==> src/rtl/chunk_accumulator_57_pkg.sv <==
// ============================================================================
// Module : chunk_accumulator_57_pkg
// Desc   : Shared widths, state encoding and saturation constant for the
//          chunk accumulator.
// Rev    : 1.0 - initial release
// ============================================================================
`default_nettype none

package chunk_accumulator_57_pkg;

  localparam int ACC_W   = 57;
  localparam int CHUNK_W = 19;
  localparam int CNT_W   = 8;

  typedef enum logic [1:0] {
    IDLE  = 2'd0,
    ACCUM = 2'd1,
    HOLD  = 2'd2
  } state_t;

  localparam logic [ACC_W-1:0] c_acc_ones = '1;

endpackage

`default_nettype wire

==> src/rtl/chunk_accumulator_57_adder.sv <==
// ============================================================================
// Module : chunk_accumulator_57_adder
// Desc   : Zero-extending adder stage: ACC_W-bit operand plus CHUNK_W-bit
//          operand, producing an ACC_W+1-bit sum with carry in the MSB.
// Rev    : 1.0 - initial release
// ============================================================================
`default_nettype none

module chunk_accumulator_57_adder #(
  parameter int ACC_W   = 57,
  parameter int CHUNK_W = 19
) (
  input  logic [ACC_W-1:0]   A,
  input  logic [CHUNK_W-1:0] B,
  output logic [ACC_W:0]     Sum
);

  assign Sum = {1'b0, A} + {{(ACC_W - CHUNK_W + 1){1'b0}}, B};

endmodule

`default_nettype wire

==> src/rtl/chunk_accumulator_57.sv <==
// ============================================================================
// Module : chunk_accumulator_57
// Desc   : Accumulates a valid/ready stream of chunks per packet and holds the
//          total, sticky overflow and chunk count until accepted.
//          Build option CHUNK_ACC_SATURATE_EN: clamp at all-ones on carry-out
//          instead of wrapping modulo 2^ACC_W.
// Rev    : 1.0 - initial release
// ============================================================================
`default_nettype none

module chunk_accumulator_57
  import chunk_accumulator_57_pkg::*;
(
  input  logic               clk,
  input  logic               rst,
  input  logic               in_valid,
  output logic               in_ready,
  input  logic [CHUNK_W-1:0] in_chunk,
  input  logic               in_last,
  output logic               out_valid,
  input  logic               out_ready,
  output logic [ACC_W-1:0]   out_sum,
  output logic               out_ovf,
  output logic [CNT_W-1:0]   out_count
);

  state_t             r_state;
  logic [ACC_W-1:0]   r_acc;
  logic               r_ovf;
  logic [CNT_W-1:0]   r_count;
  logic               r_in_ready;
  logic               r_out_valid;
  logic [ACC_W-1:0]   r_out_sum;
  logic               r_out_ovf;
  logic [CNT_W-1:0]   r_out_count;

  logic [ACC_W:0]     w_sum;
  logic               w_carry;
  logic [ACC_W-1:0]   w_acc_next;
  logic               w_ovf_next;
  logic [CNT_W-1:0]   w_cnt_next;
  logic               w_accept;

  chunk_accumulator_57_adder #(
    .ACC_W   (ACC_W),
    .CHUNK_W (CHUNK_W)
  ) u_adder (
    .A   (r_acc),
    .B   (in_chunk),
    .Sum (w_sum)
  );

  // acc/ovf/count are zero whenever IDLE, so the same update covers the first chunk
  assign w_carry    = w_sum[ACC_W];
`ifdef CHUNK_ACC_SATURATE_EN
  assign w_acc_next = w_carry ? c_acc_ones : w_sum[ACC_W-1:0];
`else
  assign w_acc_next = w_sum[ACC_W-1:0];
`endif
  assign w_ovf_next = r_ovf | w_carry;
  assign w_cnt_next = (r_count == {CNT_W{1'b1}}) ? r_count : r_count + CNT_W'(1);
  assign w_accept   = in_valid && r_in_ready;

  always_ff @(posedge clk or posedge rst) begin
    if (rst) begin
      r_state     <= IDLE;
      r_acc       <= '0;
      r_ovf       <= 1'b0;
      r_count     <= '0;
      r_in_ready  <= 1'b1;
      r_out_valid <= 1'b0;
      r_out_sum   <= '0;
      r_out_ovf   <= 1'b0;
      r_out_count <= '0;
    end else begin
      case (r_state)
        IDLE, ACCUM: begin
          if (w_accept) begin
            r_acc   <= w_acc_next;
            r_ovf   <= w_ovf_next;
            r_count <= w_cnt_next;
            if (in_last) begin
              r_state     <= HOLD;
              r_in_ready  <= 1'b0;
              r_out_valid <= 1'b1;
              r_out_sum   <= w_acc_next;
              r_out_ovf   <= w_ovf_next;
              r_out_count <= w_cnt_next;
            end else begin
              r_state <= ACCUM;
            end
          end
        end
        HOLD: begin
          if (out_ready) begin
            r_state     <= IDLE;
            r_in_ready  <= 1'b1;
            r_out_valid <= 1'b0;
            r_acc       <= '0;
            r_ovf       <= 1'b0;
            r_count     <= '0;
          end
        end
        default: begin
          r_state    <= IDLE;
          r_in_ready <= 1'b1;
        end
      endcase
    end
  end

  assign in_ready  = r_in_ready;
  assign out_valid = r_out_valid;
  assign out_sum   = r_out_sum;
  assign out_ovf   = r_out_ovf;
  assign out_count = r_out_count;

endmodule

`default_nettype wire

==> config.mk <==
export PLATFORM = sky130hd
export DESIGN_NAME = chunk_accumulator_57
export DESIGN_NICKNAME = d
export VERILOG_FILES = /design/src/rtl/chunk_accumulator_57_pkg.sv /design/src/rtl/chunk_accumulator_57_adder.sv /design/src/rtl/chunk_accumulator_57.sv
export SDC_FILE = /design/constraint.sdc
export NUM_CORES = 1
export LEC_CHECK = 0
export BUFFER_PORTS_ARGS = -buffer_cell sky130_fd_sc_hd__clkbuf_2
export CORE_AREA = 10 10 112 190
export DETAILED_ROUTE_END_ITERATION = 12
export DIE_AREA = 0 0 122 200
export GPL_ROUTABILITY_DRIVEN = 0
export PLACE_DENSITY = 0.69
export SKIP_CTS_REPAIR_TIMING = 1
export SLEW_MARGIN = 0
export SYNTH_ARGS = -nofsm -noshare
export SYNTH_HDL_FRONTEND = slang
export SYNTH_HIERARCHICAL = 1
export SYNTH_SLANG_ARGS = --single-unit
==> constraint.sdc <==
create_clock -name clk -period 3.35 [get_ports clk]
set_input_delay 0 -clock clk [delete_from_list [all_inputs] [get_ports clk]]
set_output_delay 0 -clock clk [all_outputs]
set_load 0.02 [all_outputs]
==> impl_summary.txt <==
----------------------------------------------------
[Run status]
  Outcome ... complete, no violations

[Setup path]
  Crit path required time ... 3.65 ns
  CP max FO ... 19
  Crit Path Category ... flop to flop
  Worst setup EP type ... flop
  Data arrival, critical path ... 3.29 ns
  Startpoint type of the worst setup path ... flop

[Pwr]
  Power density cells ... 768 mW/mm^2
  Net switching power figure ... 2.33 mW
  Register share of total power ... 33.1%
  Clock power frac ... 31.2%
  Sw frac ... 35.8%
  Worst vdd rail ir drop ... 389 uV
  Combinational cell fraction of total power ... 35.7%
  Internal portion of total power ... 4.19 mW
  Leakage component of the power ... 4.01 nW

[Synth]
  Proportion of synthesized chip area in sequential cells ... 47.7%
  Parity-gate share of the synthesized area counting xor and xnor cells ... 6.75%
  Share of the synthesized area in compound gates (AO/OA/AOI/OAI) ... 18.4%
  Syn Inst Count ... 643
  Post-synthesis share of cell area spent on and, or, nand and nor gates ... 10.5%
  Nets in the synthesized netlist ... 688
  Distinct cell type count of the synthesized netlist ... 60
  Commonest register cell after synthesis ... dfrtp_1
  Number of synthesized flops with an enable pin ... 0
  Yosys synthesis warning count ... 6
  Fraction of synthesized area in multiplexers ... 9.52%
  Main combinational cell family by area after synthesis ... compound AO/OA/AOI/OAI gates
  Arithmetic-cell share of the synthesized area counting full adders, half adders and majority gates ... 3.79%
  Synthesized flop and latch total ... 136
  Synthesized area per cell ... 11.1 um^2
  Fraction of registers with async set or reset after synthesis ... 100%
  Summed instance area of the synthesized netlist ... 0.00714 mm^2

[Timing]
  Unrepaired setup endpoints after global routing ... false
  Actual transition at the worst max-transition pin ... 0.773 ns
  Ratio of final minimum period to clock period ... 89.2%
  Setup Viol. Count Final ... 0
  Final critical delay including setup and external delays ... 2.99 ns
  Number of slew-limit violations in the final report ... 0
  Setup clock skew after layout ... 0.0123 ns
  Fmax ... 335 MHz
  Setup total negative slack ... 0 ns
  Count of final hold-check violations ... 0
  Headroom to the max-slew limit ... 48.4%

[Route]
  First-pass iteration count of the detailed router ... 5
  Routed wire per std cell ... 17.7 um
  DRT antenna net count ... 0
  Wire length reported by the detailed router ... 17300 um
  Total vias in the final route ... 5368
  Average via count per standard cell ... 5.50
  Remaining DRCs ... 0
  First DRT Iteration DRCs ... 321

[Die]
  Die height ... 200 um
  Core footprint ... 0.0180 mm^2
  Overall die area ... 0.0244 mm^2
  Overall die width ... 122 um
  # rows ... 65
  Starting utilization of the core area ... 39.7%
  IO Pins ... 92

[Layout]
  Fraction of layout instances using a drive strength above 1 ... 27.9%
  Inserted Diodes ... 0
  Final-stage net count ... 774
  Post-layout util ... 47.2%
  Most common library cell in the layout ignoring fill and taps ... dfrtp_1
  Most frequent cells in the layout ... dfrtp_1 (135), clkbuf_2 (91), mux2_2 (59)
  Synthesis-to-layout area growth ... 18.9%

[Global route]
  Pin count of the biggest net entering global routing ... 127
  Vias in the first global route ... 5454
  Aggregate global-route resource usage ... 14.4%
  First-pass GRT wire length ... 28200 um
  Final global-route overflow total ... 0
  Initial antenna violation count ... 0

[CTS]
  Clock insertion delay at the later pin of the skew report ... 0.42 ns
  Clock-pin slew on the worst setup and hold paths ... 0.06 ns
  Depth of the CTS H-tree ... 4
  CTS root buf ... clkbuf_16
  TritonCTS clock tree ... built
  Buffer levels on the longest clock path ... 2
  TritonCTS Buffers ... 17
  # clock sinks ... 136

[Worst hold path]
  Worst hold path type ... input pin to asynchronous set/reset pin

[Run]
  Max-capacitance violation count ... 0

[Placement]
  PortBufs ... 91
  HPWL after detailed placement ... 11800 um

----------------------------------------------------
==> cell usage after synthesis, types with 3 or more instances <==
library cell | n | area [um^2]
nand3_1 | 18 | 90.1
inv_1 | 14 | 52.6
nor2_1 | 31 | 116
buf_2 | 8 | 40.0
a21boi_0 | 3 | 22.5
buf_1 | 7 | 26.3
a31oi_1 | 4 | 25.0
nand2b_1 | 6 | 37.5
ha_1 | 20 | 250
nand4_1 | 11 | 68.8
o21a_1 | 4 | 30.0
dfrtp_1 | 135 | 3380
nor3_1 | 5 | 25.0
xnor2_1 | 34 | 298
clkbuf_1 | 16 | 60.1
a22o_1 | 58 | 508
o2111ai_1 | 11 | 96.3
a21oi_1 | 40 | 200
nor2b_1 | 4 | 25.0
nand2_1 | 39 | 146
o211ai_1 | 5 | 37.5
a21o_1 | 9 | 67.6
xor2_1 | 21 | 184
mux2_2 | 59 | 664
buf_6 | 4 | 45.0
and3_1 | 6 | 37.5
o21ai_0 | 26 | 130
nor4_1 | 3 | 18.8
and2_1 | 4 | 25.0
==> worst max-delay path, stage by stage (launching register included) <==
cell	delay, ns
dfrtp_1	0.35
ha_1	0.17
inv_1	0.06
fa_1	0.41
nor2b_1	0.15
o21a_1	0.16
o21ai_2	0.09
a2111oi_4	0.38
o211ai_4	0.29
a2111oi_2	0.40
xor2_1	0.13
mux2_2	0.28
==> logic make-up after synthesis <==
logic type / Yosys count
AO/OA/AOI/OAI: 176
AND/OR/NAND/NOR: 144
flip-flops: 136
multiplexers: 60
XOR/XNOR: 55
buffers and inverters: 51
adder cells (fa/ha/maj): 21
==> through the flow <==
step / std cells / worst slack (ns) / power [mW] / instance area (um^2) / hold WS (ns)
global placement: 939 / 0.493 / 4.48 / 7790 / -0.0463
detailed placement: 939 / 0.413 / 4.51 / 7790 / -0.0448
global route: 976 / 0.173 / 6.91 / 8490 / 0.0904
floorplan: 643 / 0.748 / 3.89 / 7140 / 0.105
finish: 976 / 0.362 / 6.52 / 8490 / 0.0720
CTS: 971 / 0.373 / 6.56 / 8440 / -0.487
==> power by group through the flow <==
stage,combinational [mW],clock [mW],sequential (mW)
2_1_floorplan,1.54,0,2.35
3_3_place_gp,2.31,0,2.17
3_5_place_dp,2.33,0,2.18
4_1_cts,2.34,2.07,2.16
5_1_grt,2.57,2.14,2.20
6_report,2.32,2.03,2.16
==> sequential cells by signal, summed over array words and instances (netlist names) <==
name,flops
in_ready,1
r_count,8
out_ovf,1
r_ovf,1
out_count,8
out_sum,57
out_valid,1
r_acc,57
r_state,2
==> path summary, 6_finish.rpt <==
path	start	endpoint	slack [ns]	cells after the start
setup / recovery	r_acc[0]	out_sum[30]	0.36	11
hold / removal	rst	out_sum[35]	0.07	3
setup reg to reg	r_acc[0]	out_sum[30]	0.36	11
hold reg to reg	out_count[7]	out_count[7]	0.48	2
max in group asynchronous	rst	r_acc[15]	2.32	4
min in group clk	in_valid	r_count[6]	0.17	4
==> layout make-up <==
type                    count  area (um^2)
flip-flops and latches    136         3400
well taps                 234          293
repair buffers            103          583
inverters                  15         60.1
fillers                  1648         9490
multi-input cells         456         3500
clock buffers              22          474
clock inverters            10          168
==> metal layers <==
metal  vias up  GRT usage [%]  routed length (um)
li1       2534              -                   -
met1      2670           16.2                7030
met2       145           25.4                9120
met3        19           3.71                 805
met4         0           5.45                 304
met5         -              0                   0
Power figures use the tool's default switching activity.
